--- config.mk ---
export PLATFORM = sky130hd
export DESIGN_NAME = bus_ctrl
export DESIGN_NICKNAME = d
export VERILOG_FILES = /design/src/rtl/bus_pkg.sv /design/src/rtl/bus_region_dec.sv /design/src/rtl/bus_ctrl.sv
export SDC_FILE = /design/constraint.sdc
export NUM_CORES = 1
export LEC_CHECK = 0
export ABC_AREA = 1
export CAP_MARGIN = 20
export CORE_MARGIN = 4
export CORE_UTILIZATION = 39
export DETAILED_ROUTE_END_ITERATION = 10
export PLACE_DENSITY = 0.76
export SKIP_LAST_GASP = 1
export SLEW_MARGIN = 10
export SYNTH_ARGS = -nofsm -noshare
export SYNTH_HDL_FRONTEND = slang
export SYNTH_SLANG_ARGS = --single-unit
--- constraint.sdc ---
create_clock -name clk -period 1.1 [get_ports clk]
set_input_delay 0.33 -clock clk [delete_from_list [all_inputs] [get_ports clk]]
set_output_delay 0.33 -clock clk [all_outputs]
set_load 0.02 [all_outputs]
--- src/rtl/bus_pkg.sv ---
// Shared encodings for the i8080 bus controller: status bit positions,
// machine-cycle classes and controller states.
package bus_pkg;

  localparam int STS_INTA  = 0;
  localparam int STS_WO_N  = 1;
  localparam int STS_STACK = 2;
  localparam int STS_HLTA  = 3;
  localparam int STS_OUT   = 4;
  localparam int STS_M1    = 5;
  localparam int STS_INP   = 6;
  localparam int STS_MEMR  = 7;

  localparam logic [2:0] CYC_NONE   = 3'd0;
  localparam logic [2:0] CYC_MEM_RD = 3'd1;
  localparam logic [2:0] CYC_MEM_WR = 3'd2;
  localparam logic [2:0] CYC_IO_RD  = 3'd3;
  localparam logic [2:0] CYC_IO_WR  = 3'd4;
  localparam logic [2:0] CYC_INTACK = 3'd5;
  localparam logic [2:0] CYC_HALT   = 3'd6;

  typedef enum logic [1:0] {
    ST_IDLE   = 2'd0,
    ST_WAIT   = 2'd1,
    ST_ACTIVE = 2'd2,
    ST_HALT   = 2'd3
  } bus_state_e;

  // Priority order matters: HLTA status also carries MEMR, INTA carries WO_n.
  function automatic logic [2:0] cyc_class(input logic [7:0] s);
    if      (s[STS_INTA])  return CYC_INTACK;
    else if (s[STS_HLTA])  return CYC_HALT;
    else if (s[STS_INP])   return CYC_IO_RD;
    else if (s[STS_OUT])   return CYC_IO_WR;
    else if (s[STS_MEMR])  return CYC_MEM_RD;
    else if (!s[STS_WO_N]) return CYC_MEM_WR;
    else                   return CYC_NONE;
  endfunction

endpackage

--- src/rtl/bus_region_dec.sv ---
// Combinational address-window matcher; the lowest-index hit wins and
// supplies its wait-state count.
module bus_region_dec
  import bus_pkg::*;
#(
  parameter int NUM_REGIONS = 2,
  parameter int WAIT_WIDTH  = 2
) (
  input  logic [15:0]                                 addr,
  input  logic [NUM_REGIONS-1:0][15:0]                base,
  input  logic [NUM_REGIONS-1:0][15:0]                mask,
  input  logic [NUM_REGIONS-1:0][WAIT_WIDTH-1:0]      waits,
  output logic [NUM_REGIONS-1:0]                      hit_oh,
  output logic                                        hit,
  output logic [WAIT_WIDTH-1:0]                       hit_wait
);

  logic [NUM_REGIONS-1:0] match;

  for (genvar r = 0; r < NUM_REGIONS; r++) begin : g_match
    assign match[r] = (addr & mask[r]) == (base[r] & mask[r]);
  end

  // Walk from the top down so the lowest matching index overwrites last.
  always_comb begin
    hit_oh   = '0;
    hit      = 1'b0;
    hit_wait = '0;
    for (int i = NUM_REGIONS - 1; i >= 0; i--) begin
      if (match[i]) begin
        hit_oh    = '0;
        hit_oh[i] = 1'b1;
        hit       = 1'b1;
        hit_wait  = waits[i];
      end
    end
  end

endmodule

--- src/rtl/bus_ctrl.sv ---
// i8080 bus controller: latches status on SYNC, decodes memory windows,
// inserts wait states via READY and gates memory/I-O strobes.
module bus_ctrl
  import bus_pkg::*;
#(
  parameter int NUM_REGIONS = 2,
  parameter logic [NUM_REGIONS*16-1:0] REGION_BASE = {16'h2000, 16'h0000},
  parameter logic [NUM_REGIONS*16-1:0] REGION_MASK = {16'hE000, 16'hE000},
  parameter int WAIT_WIDTH = 2,
  parameter logic [NUM_REGIONS*WAIT_WIDTH-1:0] WAIT_STATES = {2'd0, 2'd0}
) (
  input  logic                   clk,
  input  logic                   rst_n,
  input  logic                   sync,
  input  logic                   dbin,
  input  logic                   write_n,
  input  logic [15:0]            addr,
  input  logic [7:0]             data_in,
  output logic                   ready,
  output logic [7:0]             status,
  output logic [2:0]             cyc_type,
  output logic [NUM_REGIONS-1:0] region_sel,
  output logic                   region_oen,
  output logic                   region_wen,
  output logic [7:0]             io_port,
  output logic                   io_rd,
  output logic                   io_wr,
  output logic                   halted,
  output logic                   bus_err
);

  bus_state_e              state;
  logic [WAIT_WIDTH-1:0]   cnt;
  logic [NUM_REGIONS-1:0]  hit_oh;
  logic                    hit;
  logic [WAIT_WIDTH-1:0]   hit_wait;
  logic [2:0]              cls;
  logic                    is_mem;

  bus_region_dec #(
    .NUM_REGIONS (NUM_REGIONS),
    .WAIT_WIDTH  (WAIT_WIDTH)
  ) u_dec (
    .addr     (addr),
    .base     (REGION_BASE),
    .mask     (REGION_MASK),
    .waits    (WAIT_STATES),
    .hit_oh   (hit_oh),
    .hit      (hit),
    .hit_wait (hit_wait)
  );

  assign cls    = cyc_class(data_in);
  assign is_mem = (cls == CYC_MEM_RD) || (cls == CYC_MEM_WR);

  // SYNC takes precedence over everything, so a fresh T1 aborts a pending wait.
  always_ff @(posedge clk) begin
    if (!rst_n) begin
      state      <= ST_IDLE;
      cnt        <= '0;
      status     <= '0;
      cyc_type   <= CYC_NONE;
      region_sel <= '0;
      io_port    <= '0;
      bus_err    <= 1'b0;
      ready      <= 1'b1;
      halted     <= 1'b0;
    end else if (sync) begin
      status     <= data_in;
      cyc_type   <= cls;
      io_port    <= addr[7:0];
      region_sel <= is_mem ? hit_oh : '0;
      if (is_mem && !hit) bus_err <= 1'b1;
      if (cls == CYC_HALT) begin
        state  <= ST_HALT;
        ready  <= 1'b1;
        halted <= 1'b1;
      end else if (is_mem && hit && hit_wait != '0) begin
        state  <= ST_WAIT;
        cnt    <= hit_wait;
        ready  <= 1'b0;
        halted <= 1'b0;
      end else begin
        state  <= ST_ACTIVE;
        ready  <= 1'b1;
        halted <= 1'b0;
      end
    end else if (state == ST_WAIT) begin
      if (cnt == WAIT_WIDTH'(1)) begin
        state <= ST_ACTIVE;
        ready <= 1'b1;
      end else begin
        cnt <= cnt - WAIT_WIDTH'(1);
      end
    end
  end

  logic active;
  assign active     = (state == ST_ACTIVE);
  assign region_oen = active & dbin     & (cyc_type == CYC_MEM_RD);
  assign region_wen = active & ~write_n & (cyc_type == CYC_MEM_WR);
  assign io_rd      = active & dbin     & (cyc_type == CYC_IO_RD);
  assign io_wr      = active & ~write_n & (cyc_type == CYC_IO_WR);

endmodule

## After elaboration in Yosys (flattened, before gate mapping)

Index checks and enable logic that the tools add are counted.

| word-level totals | value |
|---|---|
| ROM bits | 0 |
| output and inout port bits | 28 |
| flip-flop bits (word level) | 27 |
| memory bits (writable) | 0 |
| bits of input ports | 29 |
| bits in latches | 0 |
| word-level logic and storage cells | 54 |
| memories kept | 0 |

| cells by class | value |
|---|---|
| eq/ne operators | 11 |
| shift-type cells | 0 |
| multiplexer cells | 16 |
| $lt $le $gt $ge | 0 |
| reduce and logical (&&, ||, !) cells | 9 |
| $mul | 0 |
| bitwise operators | 9 |
| divide/modulo/power cells | 0 |
| add/subtract/negate cells | 1 |

Operator list:

| operator | number |
|---|---|
| $logic_not 16->1 | 1 |
| $mux 2 | 8 |
| $mux 3 | 4 |
| $eq 3x1->1 const B | 3 |
| $eq 3x2->1 const B | 3 |
| $and 1x1->1 | 6 |
| $eq 3x3->1 const B | 2 |
| $eq 2x1->1 const B | 2 |
| $mux 1 | 4 |
| $reduce_and 2->1 | 2 |
| $reduce_bool 2->1 | 2 |
| $not 1->1 | 3 |
| $reduce_and 3->1 | 1 |
| $eq 2x2->1 const B | 1 |
| $sub 2x1->2 const B | 1 |
| $logic_and 1x1->1 | 1 |
| $logic_not 1->1 | 1 |
| $logic_or 1x1->1 | 1 |

## Depth between registers and ports, before layout

Gate-level depths: netlist of run 1.

| logic depth | value |
|---|---|
| word-level depth | 10 |
| mapped depth | 8 |
| gate-level depth less buffers | 8 |

## Modules after synthesis

From an unflattened synthesis of run 1, not the netlist that was laid out.

| second synthesis, totals | value |
|---|---|
| cell total of the unflattened synthesis | 337 |
| area, all modules | 1965.6 um2 |

By module, submodules not included:

| module | times used | sequential area each (um2) | cells each | area an instance (um2) |
|---|---|---|---|---|
| bus_ctrl | 1 | 560.5 | 171 | 1244.9 |
| bus_region_dec | 1 | 0.0 | 166 | 720.7 |

## Least setup slack after synthesis of run 1

Ideal clock, no wire load.

| timing path | value |
|---|---|
| path type | reg-to-output |
| start point | register cyc_type[2] |
| end point | output port io_wr |
| slack | -0.500 ns |
| stages on the path, launching flop included | 3 |
| required time | 0.770 ns |
| path buffers | 0 |
| arrival time | 1.270 ns |
| path through | dfxtp_1 -> inv_1 -> nor4_1 |

| on the way | value |
|---|---|
| longest elaborated chain between the ends | 2 |

Ends and longest elaborated chain:

| element | line | source |
|---|---|---|
| from (decl) | bus_ctrl.sv:21 | `output logic [2:0] cyc_type,` |
| from (signal assigned) | bus_ctrl.sv:70 | `cyc_type <= cls;` |
| $eq 3x3->1 | bus_ctrl.sv:103 | `assign io_wr = active & ~write_n & (cyc_type == CYC_IO_WR);` |
| $and 1x1->1 | bus_ctrl.sv:103 |  |
| to (decl) | bus_ctrl.sv:27 | `output logic io_wr,` |

Every way passes these cells.

## Final worst setup path of run 1

| timing path | value |
|---|---|
| start point | register state[0] |
| end point | output port io_wr |

| on the way | value |
|---|---|
| longest elaborated chain between the ends | 3 |

Ends and longest elaborated chain:

| element | line | source |
|---|---|---|
| from (decl) | bus_ctrl.sv:32 | `bus_state_e state;` |
| from (signal assigned) | bus_ctrl.sv:59 | `state <= ST_IDLE;` |
| from (signal assigned) | bus_ctrl.sv:75 | `state <= ST_HALT;` |
| from (signal assigned) | bus_ctrl.sv:79 | `state <= ST_WAIT;` |
| $eq 2x2->1 | bus_ctrl.sv:99 | `assign active = (state == ST_ACTIVE);` |
| $and 1x1->1 (2 in a row) | bus_ctrl.sv:103 |  |

Every way passes these cells.

==> impl_results.md, run 1 <==
* Critical path's slowest cell: dfxtp_2
* Status: finished, violations left
* Min Tclk post-route at 1.63 ns
* VDD IR max at 0.773 mV
* Core area at 0.00273 sq mm
* Initial DRT Pass Iterations at 4
* Area leader, netlist: dfxtp_1
* Net Sw Frac at 0.299
* Area after DPL at 0.00185 sq mm
* P&R area growth vs syn at 87.1%
* P_int at 1.48 mW
* Clk pwr share at 0.209
* Final Skew at 0.000137 ns
* Commonest cells post-synth: nor2_1 (33), dfxtp_1 (27), o21ai_0 (19)
* Number of synthesized flops with an enable pin at 0
* Synth area leaders: dfxtp_1 (49%), nor2_1 (11%), o21ai_0 (8.6%), a21oi_1 (5.9%), nand2_1 (5.1%)
* CTS Root Cell: clkbuf_4
* Power Density at 1020 mW/mm^2
* Delay of the slowest cell on the worst path at 0.36 ns
* Largest net degree at the start of global routing at 17
* Failing checks: setup timing
* RSZ-0062 raised after global routing: yes
* Critical path launch point: state[0]
* IO Port Bufs at 50
* Total grt overflow at 0
* Post-route antenna net violation count at 0
* Top FF cell, synth: dfxtp_1
* Clk_lat worst skew at 0.33 ns
* Synth async-reset ratio at 0
* CTS Buf Count at 3
* Die width at 61.2 microns
* Synth warnings at 0
* Final nets at 255
* CP Data Arrival Time at 1.30 ns
* WL final at 3410 microns
* Crit. End Element: primary output
* Fin area at 0.00207 sq mm
* Diodes inserted at 0
* Final hold violation count at 0
* Critical-path cell list: inv_2 > nand3b_1 > nor4_4 > buf_4
* R2r startpoint: state[0]
* Sequential power share at 0.523
* Worst setup path category: reg2out
* Deepest level of the CTS H-tree at 1
* Slew Viols, Final at 0
* Post-Place Setup Slack at -1.03 ns
* Post-synth top area share at 0.489
* Drt initial violations at 21
* Clk sinks at 27
* Total track usage at 0.197
* CP Launch Type: flop
* First-pass GRT wire length at 5510 microns
* Vias/cell at 4.92
* Vias in the first global route at 1283
* Switching pwr at 0.628 mW
* Initial antenna violation count at 0
* Number of library cell types mapped by synthesis at 22
* Die Y at 61.2 microns
* Share of layout cells above drive strength 1 at 0.513
* CTS tree: built
* Hold buffers post-CTS at 0
* Average size of a mapped cell at 7.37 sq um
* Syn nets at 180
* Via count at 1255
* Gp weighted congestion at 0.875
* Initial Utilization at 0.404
* Crit Path Max Fanout at 3
* Die area at 0.00375 sq mm
* Most numerous cell in the Yosys netlist: nor2_1
* CP top delay family: flip-flops
* CTS clock-pin slew for the worst setup and hold paths at 0.16 ns
* Longest Clk Path Bufs at 2
* Max Cap Viol at 0
* Row cnt at 19
* Fmax at 612 MHz
* Final setup viols at 27
* Mapped Area at 0.00110 sq mm
* Hold path start: data_in[1]
* Hold crit path type: in2reg
* Number of synthesized register bits at 27
* DR WL/cell at 13.4 microns
* Logic gate share of total power at 0.268
* Hpwl dp at 2460 microns
* Post-Syn Instances at 150
* Critical path buffer and inverter count at 2
* Worst EP required at 0.77 ns
* Register area share after synthesis at 0.489
* PnR worst setup slack at -0.534 ns
* Ports at 57
* Tcrit/Tclk final at 1.49
* Leakage power at 0.950 nW
* DRC errors left at 0
through the flow:
stage	cells	TNS (ns)	power (mW)	hold WS [ns]	utilization
detailed placement	246	-17.60	1.61	0.444	0.676
global route	255	-4.34	2.21	0.362	0.756
CTS	254	-3.34	2.09	0.370	0.731
global placement	246	-16.67	1.59	0.437	0.676
floorplan	150	-0.197	1.32	0.433	-
finish	255	-3.08	2.10	0.366	0.756
area by class of cell:
class | count | area (sq um)
flip-flops and latches | 27 | 581
clock buffers | 3 | 22.5
repair buffers | 77 | 748
inverters | 16 | 62.6
fillers | 195 | 667
multi-input cells | 100 | 609
clock inverters | 1 | 5.00
well taps | 31 | 38.8
routing by layer:
layer | vias to the layer above | part of all wire | track usage
met2 | 37 | 0.53 | 0.360
li1 | 626 | - | -
met3 | 4 | 0.064 | 0.0482
met5 | - | 0 | 0
met1 | 588 | 0.39 | 0.223
met4 | 0 | 0.012 | 0.0650
flip-flops by register name, indices dropped and copies added, names as in the netlist:
register,flops
cnt,2
bus_err,1
state,2
halted,1
region_sel,2
status,8
cyc_type,3
io_port,8
path summary, 6_finish.rpt:
check,to,slack [ns],depth (start not counted)
setup / recovery,io_wr,-0.53,4
hold reg to reg,bus_err,0.46,2
hold / removal,status[1],0.37,3
setup reg to reg,state[1],0.04,7
worst register-to-register path, cell delays in order, from the launching register on:
cell and delay (ns):
dfxtp_2 0.36, inv_2 0.08, buf_4 0.12, nor2_4 0.04, a21oi_2 0.13, inv_1 0.05
o21ai_0 0.15, inv_1 0.05
what timing repair did:
item,4_1_cts,5_1_grt
pin swaps,6,9
buffers inserted,4,3
gates resized for setup,204,19
endpoints found under the setup margin,42,34
power by group through the flow:
stage	combinational (mW)	sequential, mW	clock (mW)
final	0.564	1.10	0.440
after global routing	0.608	1.11	0.489
after CTS	0.545	1.10	0.443
after detailed placement	0.508	1.10	0
after global placement	0.495	1.09	0
after floorplan	0.163	1.16	0
cell usage in the layout (no fill, tap or decap), drive strengths merged:
master	Yosys	final
buf	6	54
nor2	33	33
dfxtp	27	27
o21ai	19	19
nand2	16	16
inv	16	16
a21oi	13	13
clkdlybuf4s50	0	12
dlygate4sd2	0	8
nand3	7	7
nor3	4	4
clkbuf	1	3
nor4	2	2
dlymetal6s2s	0	2
or2	2	2
nand3b	1	1
xor2	1	1
ha	1	1
conb	1	1
clkinv	0	1
clkdlybuf4s15	0	1
kinds of logic (layout without fill, tap and decap cells):
family,after synthesis,after routing,synth area share
adders and majority gates,1,1,0.0113
other,1,1,0.00339
xor gates and xnor gates,1,1,0.00793
AOI/OAI and AO/OA,32,32,0.145
and+or+nand+nor,65,65,0.257
buffers and inverters,23,97,0.0861
DFF,27,27,0.489
Power figures use the tool's default switching activity.
==> inputs of run 2 (changes only) <==
Settings changed: CTS_CLUSTER_DIAMETER set to 30.
==> results of run 2 <==
No change in the layout: final DEF, timing and power equal those of run 1.
